### src/rtl/jk_pkg.sv
// Shared command codes, FSM encodings and the expected-Q rule
// for the JK cell command scheduler.
package jk_pkg;

    typedef logic [1:0] jk_cmd_t;

    localparam jk_cmd_t CMD_HOLD = 2'b00;
    localparam jk_cmd_t CMD_RST  = 2'b01;
    localparam jk_cmd_t CMD_SET  = 2'b10;
    localparam jk_cmd_t CMD_TGL  = 2'b11;

    localparam logic [1:0] ST_IDLE   = 2'b00;
    localparam logic [1:0] ST_APPLY  = 2'b01;
    localparam logic [1:0] ST_VERIFY = 2'b10;

    function automatic logic exp_q(input jk_cmd_t cmd, input logic q_prev);
        logic q;
        case (cmd)
            CMD_HOLD: q = q_prev;
            CMD_RST:  q = 1'b0;
            CMD_SET:  q = 1'b1;
            CMD_TGL:  q = ~q_prev;
            default:  q = q_prev;
        endcase
        return q;
    endfunction

endpackage

### src/rtl/tick_div.sv
// Free-running clock-rate divider: one-cycle tick every
// OLD_HZ/NEW_HZ input cycles, constant high when the ratio is 1.
module tick_div #(
    parameter int OLD_HZ = 10,
    parameter int NEW_HZ = 1
) (
    input  logic iClk,
    input  logic iReset,
    output logic oTick
);

    generate
        if (NEW_HZ < 1 || NEW_HZ > OLD_HZ) begin : g_bad_rate
            $error("tick_div: NEW_HZ must be in 1..OLD_HZ");
        end
    endgenerate

    localparam int DIV = (NEW_HZ > 0) ? (OLD_HZ / NEW_HZ) : 1;
    localparam int CW  = (DIV > 1) ? $clog2(DIV) : 1;
    localparam logic [CW-1:0] LAST = CW'(DIV - 1);

    logic [CW-1:0] count;

    always_ff @(posedge iClk) begin
        if (!iReset) begin
            count <= '0;
        end else if (count == LAST) begin
            count <= '0;
        end else begin
            count <= count + CW'(1);
        end
    end

    assign oTick = (count == LAST);

endmodule

### src/rtl/jk_cmd_sched.sv
// Round-robin scheduler sharing one JK cell between two requesters;
// applies the granted command until a tick, then verifies Q.
module jk_cmd_sched
    import jk_pkg::*;
#(
    parameter int OLD_HZ = 10,
    parameter int NEW_HZ = 1
) (
    input  logic       iClk,
    input  logic       iReset,
    input  logic [1:0] iReq,
    input  logic [1:0] iCmd0,
    input  logic [1:0] iCmd1,
    input  logic       iQ,
    output logic       oJ,
    output logic       oK,
    output logic       oTick,
    output logic [1:0] oGnt,
    output logic [1:0] oDone,
    output logic       oErr,
    output logic       oBusy
);

    logic [1:0] state;
    logic [1:0] gnt;
    jk_cmd_t    cmd;
    logic       q_prev;
    logic       rr;
    logic [1:0] win;
    logic       tick;

    tick_div #(
        .OLD_HZ(OLD_HZ),
        .NEW_HZ(NEW_HZ)
    ) u_div (
        .iClk  (iClk),
        .iReset(iReset),
        .oTick (tick)
    );

    // rr == 0 favours requester 0 when both ask at once
    always_comb begin
        win = iReq;
        if (iReq == 2'b11) begin
            win = rr ? 2'b10 : 2'b01;
        end
    end

    always_ff @(posedge iClk) begin
        if (!iReset) begin
            state  <= ST_IDLE;
            gnt    <= 2'b00;
            cmd    <= CMD_HOLD;
            q_prev <= 1'b0;
            rr     <= 1'b0;
        end else begin
            case (state)
                ST_IDLE: begin
                    if (iReq != 2'b00) begin
                        gnt    <= win;
                        cmd    <= win[1] ? iCmd1 : iCmd0;
                        q_prev <= iQ;
                        state  <= ST_APPLY;
                    end
                end
                ST_APPLY: begin
                    if (tick) begin
                        state <= ST_VERIFY;
                    end
                end
                ST_VERIFY: begin
                    rr    <= gnt[0];
                    gnt   <= 2'b00;
                    state <= ST_IDLE;
                end
                default: begin
                    gnt   <= 2'b00;
                    state <= ST_IDLE;
                end
            endcase
        end
    end

    assign oTick = tick;
    assign oGnt  = gnt;
    assign oJ    = (state == ST_APPLY) & cmd[1];
    assign oK    = (state == ST_APPLY) & cmd[0];
    assign oBusy = (state == ST_APPLY) | (state == ST_VERIFY);
    assign oDone = {2{state == ST_VERIFY}} & gnt;
    assign oErr  = (state == ST_VERIFY) & (iQ != exp_q(cmd, q_prev));

endmodule

### config.mk
export PLATFORM = sky130hd
export DESIGN_NAME = jk_cmd_sched
export DESIGN_NICKNAME = d
export VERILOG_FILES = /design/src/rtl/jk_pkg.sv /design/src/rtl/tick_div.sv /design/src/rtl/jk_cmd_sched.sv
export SDC_FILE = /design/constraint.sdc
export NUM_CORES = 1
export LEC_CHECK = 0
export CORE_UTILIZATION = 45
export CTS_CLUSTER_SIZE = 25
export DETAILED_ROUTE_END_ITERATION = 6
export PLACE_DENSITY = 0.76
export SLEW_MARGIN = 15
export SYNTH_ARGS = -nofsm -noshare
export SYNTH_HDL_FRONTEND = slang
export SYNTH_SLANG_ARGS = --single-unit
### constraint.sdc
create_clock -name iClk -period 2.21 [get_ports iClk]
set_input_delay 0.442 -clock iClk [delete_from_list [all_inputs] [get_ports iClk]]
set_output_delay 0.442 -clock iClk [all_outputs]
set_load 0.02 [all_outputs]
* Word level (Yosys, flattened, before mapping) *
Index checks and enable logic that the tools add are counted.

operators by class
  add/subtract/negate cells = 1
  eq/ne operators = 10
  mux-type cells = 9
  bitwise logic cells = 8
  reductions and logical operators = 7

operators by type and width
  operator                                                          count
  2-bit two-way mux                                                 6
  2-bit == test (second input constant)                             4
  2-bit case mux with 2 select lines                                2
  2-bit AND reduction                                               3
  4-bit by 1-bit adder with 4-bit output (second input constant)    1
  2-bit by 1-bit == test with 1-bit output (second input constant)  2
  4-bit == test (second input constant)                             1
  2-bit logical NOT                                                 2
  2-bit != test (second input constant)                             2
  1-bit case mux with 4 select lines                                1
  1-bit bitwise AND                                                 3
  1-bit NOT                                                         3
  2-bit bitwise AND                                                 1
  2-bit nonzero test                                                1
  2-bit OR reduction                                                1
  1-bit != test                                                     1
  1-bit bitwise OR                                                  1

word-level totals
  register bits after elaboration = 12
  output and inout bits = 9
  logic and storage cells = 41

* Longest topological paths before layout *
Gate-level depths: netlist of the first run.

  depth in word-level cells = 4
  gate-level depth with buffers = 5

* By module *
A second synthesis of the first run with hierarchy kept.

second synthesis, totals
  cell total of the unflattened synthesis = 75
  area, all modules = 678.2 sq um

modules (own cells, without submodules)
  module        instances  cells each  area an instance (sq um)
  jk_cmd_sched  1          55          489.2
  tick_div      1          20          188.9

* Worst setup path before layout of the first run *
OpenSTA, ideal clock, no wires.

  kind = input -> output
  start point = input port iQ
  end point = output port oErr
  arrival = 1,167 ps
  setup slack = 601 ps
  stages = 2
  path through = or3_1 a21boi_1

between the ends
  cells in the longest elaborated chain, start to end = 2

ends and longest elaborated chain
  item               line                RTL
  start, declared    jk_cmd_sched.sv:14  input logic iQ,
  1-bit != test      jk_cmd_sched.sv:90  assign oErr = (state == ST_VERIFY) & (iQ != exp_q(cmd, q_prev));
  1-bit bitwise AND  jk_cmd_sched.sv:90
  end, declared      jk_cmd_sched.sv:20  output logic oErr,

No other way between the ends.

* Final worst setup path of the first run *
Ends and elaborated chain as after synthesis.

==> results of run 1 <==
timing repair:
| item | in CTS | in global routing |
|---|---|---|
| setup endpoints to repair | 3 | 5 |
| endpoints found under the hold margin | 0 | 0 |
| gates resized for setup | 2 | 5 |
routing by layer:
layer	wire length (um)	vias up
li1	-	291
met1	598	251
met2	610	12
met3	48	2
met4	11	0
met5	0	-
worst paths after layout:
check            startpoint             end  cells after the start
max                      iQ            oErr                      4
min          u_div.count[0]  u_div.count[0]                      1
max reg2reg        state[0]        state[1]                      5
min reg2reg  u_div.count[0]  u_div.count[0]                      1
metrics by stage:
stage | cells | cell area, um2
finish | 109 | 887
global route | 109 | 887
CTS | 109 | 876
detailed placement | 105 | 838
global placement | 105 | 838
floorplan | 73 | 646
sequential cells by signal, summed over array words and instances, names as in the netlist:
register and cells:
rr 1, cmd 2, state 2, q_prev 1, u_div.count 4, oGnt 2
layout by cell type (no fill, tap or decap):
cell	n
clkdlybuf4s50_1	12
o21a_2	1
nand4b_1	1
nor2b_1	4
o21ai_0	7
a21o_1	1
a31oi_1	2
ha_1	5
clkbuf_8	1
o21a_1	2
nand2b_1	1
o211a_1	1
or3_1	1
clkdlybuf4s15_1	1
or4b_1	1
xnor2_1	1
ha_2	1
nand2_1	4
nand3b_1	3
dlymetal6s2s_1	4
clkbuf_4	3
and3_1	1
inv_2	1
nand3_1	1
a21oi_1	1
and2_1	5
buf_4	1
dfxtp_1	12
nor2_1	5
a21boi_1	2
a21boi_0	1
nor3b_1	1
inv_1	4
mux2i_1	2
cell families (layout without fill, tap and decap cells):
logic type	count (synthesis)	count (layout)	share of synthesized area, %
compound gates	18	18	18.0
xor+xnor	1	1	1.36
buf+inv	6	27	3.49
mux	2	2	3.10
fa+ha+maj	6	6	11.6
flops	12	12	37.2
simple gates	28	28	25.2
final cells by class:
type | count | area (um2) | share of cell area (%)
Sequential cell | 12 | 240 | 27.1
Timing Repair Buffer | 18 | 188 | 21.2
Inverter | 5 | 18.8 | 2.12
Tap cell | 15 | 18.8 | 2.12
Multi-Input combinational cell | 55 | 385 | 43.4
Clock buffer | 4 | 36.3 | 4.09
power by group through the flow:
stage          registers (mW)  clock network [mW]  logic (mW)
6_report                0.304               0.176       0.392
5_1_grt                 0.311               0.187       0.429
3_3_place_gp            0.306                   0       0.385
3_5_place_dp            0.308                   0       0.391
4_1_cts                 0.304               0.181       0.397
2_1_floorplan           0.310                   0       0.256
==> results.cfg, run 1 <==
[clock_network]
cts_sinks = 12
clkTransAtPathRegs_ns = 0.08
clk-insertion-delay-late_ns = 0.27
ctsHoldBuffers = 0
h-tree-depth = 1
cts_setup_buffers = 0
cts_made_buffers = 3
cts-root-buf = clkbuf_4
clockBufferDepth = 2
cts_tree = built

[synth]
synth_top_cell_by_area = dfxtp_1
synth_fp_nets = 88
synth-async-reset-ratio_pct = 0
synth_edf_count = 0
ys_warn_count = 0
synth_top_area_share_pct = 37.2
synth_area_leaders = dfxtp_1 (37%), ha_1 (12%), o21ai_0 (5.4%)
avgSynthCellArea_um2 = 8.84
ys_seq_elements = 12
ys.flop_type = dfxtp_1
synth_area_um2 = 646
synth_cells = 73
yosysMostFrequentCell = dfxtp_1
synth_commonest_cells = dfxtp_1 (12), o21ai_0 (7), ha_1 (6)
ys_types = 28
seq_area_frac_synth_pct = 37.2

[worst_setup_path]
crit_type = primary input to output pin
critPathSlowestCell = clkdlybuf4s50_1
path_max_fanout = 2
crit_required_ns = 1.77
crit_arrival_ns = 1.71
worst_path_largest_cell_delay_ns = 0.43
crit_buf_inv = 2
regToRegSetupSlack_ns = 0.82
crit_chain = clkdlybuf4s50_1 > or3_1 > a21boi_1 > clkdlybuf4s15_1
crit_path_end_kind = output pin
cp_top_family = buffers and inverters
cp-start-kind = primary input

[floorplan]
die_y_um = 39.9
die_w_um = 39.9
ioPinCount = 18
std_cell_rows = 13
die_area_mm2 = 0.00159
core_area_mm2 = 0.00132
start_util_pct = 49.0

[global_route]
gr-max-usage-layer = met2
grtUsageMet2_pct = 32.3
use_met1_pct = 20.8
grt_use_met3_pct = 5.11
grt_first_pass_wirelength_um = 1930
grt_usage_pct = 19.3
antenna_found_initial = 0
grt_max_degree = 12
grt_pass1_vias = 473
grt.overflow.total = 0

[place]
dp_slack_ns = -0.234
port-buffer-count = 17
place_congestion = 0.744

[layout]
fillers = 113
layout.nets = 110
area_growth_pct = 37.4
n_antenna_cell = 0
post-route-util_pct = 67.3
drive_above_1_share_pct = 8.51

[sta]
worst_pin_slew_ns = 0.363
slew_violations = 0
setup-tns-final_ns = 0
fin_skew_ns = 0.000877
rsz0062_at_grt = no
period_needed_ns = 2.15
holdWs_ns = 0.478
hold_violations = 0
period_share_pct = 97.2
final-setup-viol-count = 0
fmax_mhz = 465
slew-limit-headroom_pct = 75.7
fin_ws_ns = 0.0617

[power_and_ir_drop]
p_clk_share_pct = 20.2
power.share.sequential_pct = 34.9
power.switching_uw = 309
internal_power_uw = 563
p_leak_nw = 0.442
ir_drop_uv = 779
swShare_pct = 35.4
p_per_area_mw_per_mm2 = 982
total_power_uw = 871
comb_power_share_pct = 45.0

[run_status]
status = complete, no violations

[detailed_routing]
vias_per_cell = 5.10
drt-wirelength-per-cell_um = 11.6
firstDrtPassIters = 4
final_antenna_net_count = 0
drc = 0
wl_um = 1270
vias = 556
drt_iter0_markers = 3

[hold_path]
hp-class = flop to flop

[flow_run]
maxCapViolCount = 0
(Power assumes the default switching activity.)
==> inputs of run 2 (changes only) <==
--- a/config.mk
+++ b/config.mk
@@ -5,8 +5,9 @@
 export SDC_FILE = /design/constraint.sdc
 export NUM_CORES = 1
 export LEC_CHECK = 0
+export CAP_MARGIN = 0
 export CORE_UTILIZATION = 45
-export CTS_CLUSTER_SIZE = 25
+export CTS_CLUSTER_SIZE = 8
 export DETAILED_ROUTE_END_ITERATION = 6
 export PLACE_DENSITY = 0.76
 export SLEW_MARGIN = 15
==> results of run 2 <==
No change in the layout: final DEF, timing and power equal those of run 1.
